**src/rtl/cacheline_adaptor_pkg.sv**
```systemverilog
// Shared types and widths for the cache-line to burst-bus adaptor.
package cacheline_adaptor_pkg;

   localparam int LINE_W  = 256;
   localparam int BURST_W = 64;
   localparam int BEATS   = LINE_W / BURST_W;

   typedef enum logic [1:0] {
      IDLE  = 2'd0,
      READ  = 2'd1,
      WRITE = 2'd2,
      DONE  = 2'd3
   } adaptor_state_t;

endpackage : cacheline_adaptor_pkg

```
**src/rtl/cacheline_adaptor.sv**
```systemverilog
// Bridges a 256-bit line request from the cache to a 4-beat 64-bit memory burst.
// Every output comes straight from a flop, so nothing on the cache side reaches
// the memory side combinationally.
module cacheline_adaptor
   import cacheline_adaptor_pkg::*;
(
   input  logic               clk,
   input  logic               rst_n,
   input  logic [LINE_W-1:0]  line_i,
   output logic [LINE_W-1:0]  line_o,
   input  logic [31:0]        address_i,
   input  logic               read_i,
   input  logic               write_i,
   output logic               resp_o,
   input  logic [BURST_W-1:0] burst_i,
   output logic [BURST_W-1:0] burst_o,
   output logic [31:0]        address_o,
   output logic               read_o,
   output logic               write_o,
   input  logic               resp_i
);

   adaptor_state_t     r_state;
   logic [1:0]         r_beat;
   logic [LINE_W-1:0]  r_buf;
   logic [BURST_W-1:0] r_burst_o;
   logic [31:0]        r_address_o;
   logic               r_read_o;
   logic               r_write_o;
   logic               r_resp_o;
   logic [1:0]         w_next_beat;

   // Next beat index; wraps to zero after the last beat, which is harmless
   // because the FSM leaves READ/WRITE on that beat.
   assign w_next_beat = r_beat + 2'd1;

   // Transaction FSM: beat counter, line buffer and all registered outputs.
   always_ff @(posedge clk or negedge rst_n) begin
      if (!rst_n) begin
         r_state     <= IDLE;
         r_beat      <= 2'd0;
         r_buf       <= '0;
         r_burst_o   <= '0;
         r_address_o <= 32'd0;
         r_read_o    <= 1'b0;
         r_write_o   <= 1'b0;
         r_resp_o    <= 1'b0;
      end else begin
         case (r_state)
            IDLE: begin
               r_resp_o <= 1'b0;
               r_beat   <= 2'd0;
               if (write_i) begin
                  // Write wins when both requests are present.
                  r_buf       <= line_i;
                  r_burst_o   <= line_i[BURST_W-1:0];
                  r_address_o <= {address_i[31:5], 5'b0_0000};
                  r_write_o   <= 1'b1;
                  r_state     <= WRITE;
               end else if (read_i) begin
                  r_address_o <= {address_i[31:5], 5'b0_0000};
                  r_read_o    <= 1'b1;
                  r_state     <= READ;
               end else begin
                  r_state <= IDLE;
               end
            end
            READ: begin
               if (resp_i) begin
                  r_buf[r_beat*BURST_W +: BURST_W] <= burst_i;
                  r_beat <= w_next_beat;
                  if (r_beat == 2'd3) begin
                     r_read_o <= 1'b0;
                     r_resp_o <= 1'b1;
                     r_state  <= DONE;
                  end else begin
                     r_state <= READ;
                  end
               end else begin
                  r_state <= READ;
               end
            end
            WRITE: begin
               if (resp_i) begin
                  // Present the following beat so it is ready on the next strobe.
                  r_burst_o <= r_buf[w_next_beat*BURST_W +: BURST_W];
                  r_beat    <= w_next_beat;
                  if (r_beat == 2'd3) begin
                     r_write_o <= 1'b0;
                     r_resp_o  <= 1'b1;
                     r_state   <= DONE;
                  end else begin
                     r_state <= WRITE;
                  end
               end else begin
                  r_state <= WRITE;
               end
            end
            DONE: begin
               // Requests still held here are deliberately ignored.
               r_resp_o <= 1'b0;
               r_beat   <= 2'd0;
               r_state  <= IDLE;
            end
            default: begin
               r_resp_o  <= 1'b0;
               r_read_o  <= 1'b0;
               r_write_o <= 1'b0;
               r_beat    <= 2'd0;
               r_state   <= IDLE;
            end
         endcase
      end
   end

   assign line_o    = r_buf;
   assign burst_o   = r_burst_o;
   assign address_o = r_address_o;
   assign read_o    = r_read_o;
   assign write_o   = r_write_o;
   assign resp_o    = r_resp_o;

endmodule : cacheline_adaptor

```
**config.mk**
```make
export PLATFORM = sky130hd
export DESIGN_NAME = cacheline_adaptor
export DESIGN_NICKNAME = d
export VERILOG_FILES = /design/src/rtl/cacheline_adaptor_pkg.sv /design/src/rtl/cacheline_adaptor.sv
export SDC_FILE = /design/constraint.sdc
export NUM_CORES = 1
export LEC_CHECK = 0
export BUFFER_PORTS_ARGS = -buffer_cell sky130_fd_sc_hd__buf_2
export CORE_AREA = 2 2 280 282
export CTS_CLUSTER_DIAMETER = 150
export CTS_CLUSTER_SIZE = 25
export DETAILED_ROUTE_END_ITERATION = 12
export DIE_AREA = 0 0 282 284
export GPL_TIMING_DRIVEN = 0
export PLACE_DENSITY = 0.56
export SKIP_CTS_REPAIR_TIMING = 1
export SYNTH_ARGS = -nofsm -noshare
export SYNTH_HDL_FRONTEND = slang
export SYNTH_SLANG_ARGS = --single-unit
```
**constraint.sdc**
```tcl
create_clock -name clk -period 3.13 [get_ports clk]
set_clock_uncertainty 0.15 [all_clocks]
set_input_delay 0.313 -clock clk [delete_from_list [all_inputs] [get_ports clk]]
set_output_delay 0.313 -clock clk [all_outputs]
set_load 0.05 [all_outputs]
```
Word-level counts from Yosys, hierarchy flattened
Index checks and enable logic that the tools add are counted.

storage, ports and cells
  bits in registers = 359
  input port bits = 357
  output and inout bits = 355
  logic and storage cells = 66

cells by class
  add/sub/neg operators = 2
  eq/ne operators = 13
  shift-type cells = 3
  mux-type cells = 28
  reductions and logical operators = 12

operators by type and width
  cell                                                     number
  two-way mux 256 bit                                      2
  case mux 256 bit (2 select lines)                        1
  bitwise mux 256 bit                                      1
  variable shift 64 x 34 -> 256 bit, first input constant  1
  variable part select 256 x 9 -> 64 bit                   1
  variable part select 64 x 34 -> 256 bit                  1
  two-way mux 64 bit                                       2
  case mux 64 bit (2 select lines)                         1
  two-way mux 32 bit                                       2
  negation 8 -> 34 bit                                     1
  inequality test 2 bit, second input constant             7
  two-way mux 2 bit                                        5
  two-way mux 1 bit                                        9
  case mux 2 bit (4 select lines)                          1
  equality test 2 bit, second input constant               3
  case mux 1 bit (2 select lines)                          3
  AND reduction 3 bit                                      2
  nonzero test 2 bit                                       3
  AND reduction 5 bit                                      1
  inequality test 2 x 1 -> 1 bit, second input constant    2
  case mux 2 bit (2 select lines)                          1
  AND reduction 2 bit                                      2
  AND reduction 4 bit                                      1
  OR reduction 2 bit                                       2
  other kinds (3)                                          3

Longest topological paths before layout
  depth in word-level cells = 5
  depth in mapped cells = 10
  depth with buffers taken out = 5

Worst setup path after synthesis
Ideal clock, no wire load.

  path kind = register to register
  start point = reg r_beat[0]
  end point = reg r_burst_o[44] (netlist: burst_o[44])
  library setup time = 0.126 ns
  arrival = 2.553 ns
  data required time = 2.854 ns
  path slack = 0.301 ns
  cell stages (with the launch flop) = 10
  buffers on the path = 5
  period minus slack after synthesis = 2.829 ns
  cells stage by stage = dfrtp_1 -> buf_6 -> buf_6 -> buf_2 -> inv_1 -> ha_1 -> buf_2 -> clkbuf_1 -> mux4_2 -> a221o_1

on the way
  word-level cells in the longest chain between the ends = 4

ends and longest elaborated chain
  what                                    line                     text
  from (decl)                             cacheline_adaptor.sv:24  logic [1:0] r_beat;
  from (signal assigned)                  cacheline_adaptor.sv:71  r_beat <= w_next_beat;
  from (signal assigned)                  cacheline_adaptor.sv:87  r_beat <= w_next_beat;
  adder 2 x 1 -> 2 bit                    cacheline_adaptor.sv:35  assign w_next_beat = r_beat + 2'd1;
  variable part select 256 x 9 -> 64 bit  cacheline_adaptor.sv:86  r_burst_o <= r_buf[w_next_beat*BURST_W +: BURST_W];
  two-way mux 64 bit                      cacheline_adaptor.sv:84  if (resp_i) begin
  case mux 64 bit (2 select lines)        cacheline_adaptor.sv:49  case (r_state)
  to (signal assigned)                    cacheline_adaptor.sv:56  r_burst_o <= line_i[BURST_W-1:0];
  to (signal assigned)                    cacheline_adaptor.sv:86
  to (decl)                               cacheline_adaptor.sv:26  logic [BURST_W-1:0] r_burst_o;

Every way passes these cells. The select of a mux whose other input is x is not followed.
A chain may end at the register's enable or synchronous reset.

Worst setup path in the final report
  start point = reg r_beat[0]
  end point = reg r_burst_o[49] (netlist: burst_o[49])

The elaborated chain is that of the path after synthesis.

==> impl_metrics.env <==
export IMPL_status="finished, violations left"
export IMPL_violations="hold timing"
export IMPL_vias=18500
export IMPL_p_clk_frac=0.080
export IMPL_period_minus_slack_ns=3.07
export IMPL_p_int_mw=15.8
export IMPL_port_buffer_count=700
export IMPL_grt_pass1_vias=18100
export IMPL_overflow=0
export IMPL_drtIter0Drc=1563
export IMPL_nFillCells=7728
export IMPL_nets=2798
export IMPL_p_total_mw=35.9
export IMPL_cts_buffer_depth=3
export IMPL_antenna_found_initial=8
export IMPL_relSlewSlack=0.131
export IMPL_area_delta_synth_final_pct=44.5
export IMPL_cts_root_buffer="clkbuf_16"
export IMPL_max_freq_ghz=0.326
export IMPL_r2r_end="burst_o[49]$_DFFE_PN0P_"
export IMPL_finalSetupViolations=0
export IMPL_r2r_slack_ns=0.06
export IMPL_cts_max_level=1
export IMPL_die_height_microns=284
export IMPL_hold_class="in2reg"
export IMPL_synth_area_sq_um=18800
export IMPL_grt_max_degree=114
export IMPL_clock_latency_ns=0.56
export IMPL_holdPathStages=3
export IMPL_ff2ff_path_depth=9
export IMPL_power_density_nw_per_um2=1320
export IMPL_arrival_ns=3.37
export IMPL_power_leakage_nw=12.5
export IMPL_cp_required_ns=3.43
export IMPL_switchingPower_mw=20.1
export IMPL_cts_buffers=18
export IMPL_synth_cells=1436
export IMPL_globalplace_congestion=0.929
export IMPL_die_x_microns=282
export IMPL_synth_seq_area_share=0.471
export IMPL_cts_sinks=354
export IMPL_fin_ws_ns=0.0624
export IMPL_grt_pass1_wl_microns=135000
export IMPL_seqPwrFrac=0.246
export IMPL_avgRoutedWirePerCell_microns=28.6
export IMPL_maxCapViolations=0
export IMPL_slew_viol_final=0
export IMPL_swShare=0.559
export IMPL_drive_gt1_frac=0.460
export IMPL_synth_avg_cell_area_sq_um=13.1
export IMPL_critPathCaptureType="flip-flop"
export IMPL_drcViolationCount=0
export IMPL_cts_tree="yes"
export IMPL_fin_crit_sh=0.980
export IMPL_dp_hpwl_microns=73100
export IMPL_yosysWarnings=0
export IMPL_drt_total_wl_microns=99400
export IMPL_dp_slack_ns=-1.30
export IMPL_startpoint="r_beat[0]$_DFFE_PN0P_"
export IMPL_ys_types=34
export IMPL_num_io_pins=712
export IMPL_ir_worst_vdd_mv=0.638
export IMPL_hold_slack_ns=-0.0252
export IMPL_viasPerCell=5.32
export IMPL_clk_pin_slew_ns=0.11
export IMPL_ys_ff_latch=354
export IMPL_rows=102
export IMPL_path_class="reg2reg"
export IMPL_grt_use_total=0.232
export IMPL_first_pass_iters=5
export IMPL_die_area_sq_um=80100
export IMPL_start_util=0.245
export IMPL_regToRegStartpoint="r_beat[0]$_DFFE_PN0P_"
export IMPL_multi_input_area_sq_um=8870
export IMPL_worst_pin_slew_ns=1.30
export IMPL_combPwrFrac=0.674
export IMPL_path_max_fanout=10
export IMPL_ant_nets=0
export IMPL_core_area_sq_um=77000
export IMPL_start_kind="flip-flop"
export IMPL_hold_viol_final=8
export IMPL_final_seq_area_sq_um=8860
export IMPL_layout_common_cells="buf_2, dfrtp_1, dlygate4sd3_1, mux2_2, a32o_1"
export IMPL_layout_commonest_cell="buf_2"
export IMPL_endpoint="burst_o[49]$_DFFE_PN0P_"
## cell families after synthesis
| logic type | Yosys count | synth area share |
|---|---|---|
| buf+inv | 240 | 0.0603 |
| mux | 351 | 0.244 |
| flops | 354 | 0.471 |
| other cells | 1 | 0.000199 |
| simple gates | 151 | 0.0586 |
| compound gates | 330 | 0.161 |
| fa+ha+maj | 8 | 0.00532 |
| xor+xnor | 1 | 0.000465 |
## routing by layer
| metal | GRT usage | up-vias | share of wire |
|---|---|---|---|
| li1 | - | 7696 | - |
| met2 | 0.393 | 1068 | 0.49 |
| met4 | 0.0968 | 2 | 0.048 |
| met1 | 0.280 | 9517 | 0.39 |
| met5 | 0 | - | 0.00013 |
| met3 | 0.0564 | 227 | 0.080 |
## power by group through the flow
stage               Clock (mW)  Sequential, mW  Combinational [mW]
global route              3.04            9.03                25.1
detailed placement           0            8.85                23.7
global placement             0            8.75                23.3
floorplan                    0            15.9                8.80
finish                    2.85            8.84                24.2
CTS                       2.94            8.76                23.7
## worst min-delay path by stage
stage,from,to,slack (ns)
after floorplan,rst_n,address_o[10]$_DFFE_PN0P_,-0.13
after global placement,address_o[12]$_DFFE_PN0P_,address_o[12]$_DFFE_PN0P_,0.34
after detailed placement,rst_n,line_o[251]$_DFFE_PN0P_,0.15
after CTS,rst_n,line_o[251]$_DFFE_PN0P_,-0.50
after global routing,burst_i[7],line_o[7]$_DFFE_PN0P_,-0.01
final,burst_i[27],line_o[27]$_DFFE_PN0P_,-0.03
## through the flow
stage               instances  area (sq um)  utilization   TNS, ns  hold WS [ns]
finish                   3480         27200        0.353         0       -0.0252
global route             3478         27200        0.353   -0.0364       -0.0135
CTS                      3206         24300        0.316   -259.28        -0.497
detailed placement       3185         23800        0.309   -247.03         0.150
global placement         3180         23600        0.307  -2242.28         0.336
floorplan                1440         18800            -         0        -0.133
## registers in the layout, summed over array words and instances (netlist names)
register,flops
address_o,27
burst_o,64
line_o,256
r_beat,2
r_state,2
read_o,1
resp_o,1
write_o,1
## cells in the mapped netlist, drive strengths merged
cell type  number  area (sq um)
xor2            1          8.76
and3b           1          8.76
or3             1          6.26
a221o          64           641
a32o          192          1920
mux2i          68           681
mux2          219          2470
nor3            1          10.0
clkbuf         98           368
nor2b          69           439
nand2b          1          6.26
and2            2          12.5
conb            1          3.75
dfrtp         354          8860
and4           64           561
o21ai           3          15.0
nor4bb          2          20.0
a22oi           1          7.51
nand2           6          22.5
mux4           64          1440
nand3           2          10.0
ha              8           100
nor2            2          7.51
a31oi          64           400
buf            71           500
inv            71           267
a21oi           6          41.3
## cell type report
type	instances	share of cell area
well taps	1040	0.0479
flip-flops and latches	354	0.326
clock buffers	20	0.0180
multi-input cells	846	0.326
diodes	6	0.000552
inverters	71	0.00980
repair buffers	974	0.233
clock inverters	1	0.000736
plain buffers	168	0.0381
## worst max-delay path: stages, from the launching register on
cell and delay [ns]:
dfrtp_1 0.40, buf_6 0.18, buf_12 0.19, buf_12 0.19, inv_1 0.09, ha_1 0.38
buf_6 0.28, clkbuf_4 0.33, mux4_2 0.37, a221o_1 0.34
Note: power is estimated with default switching activity, not from simulation.
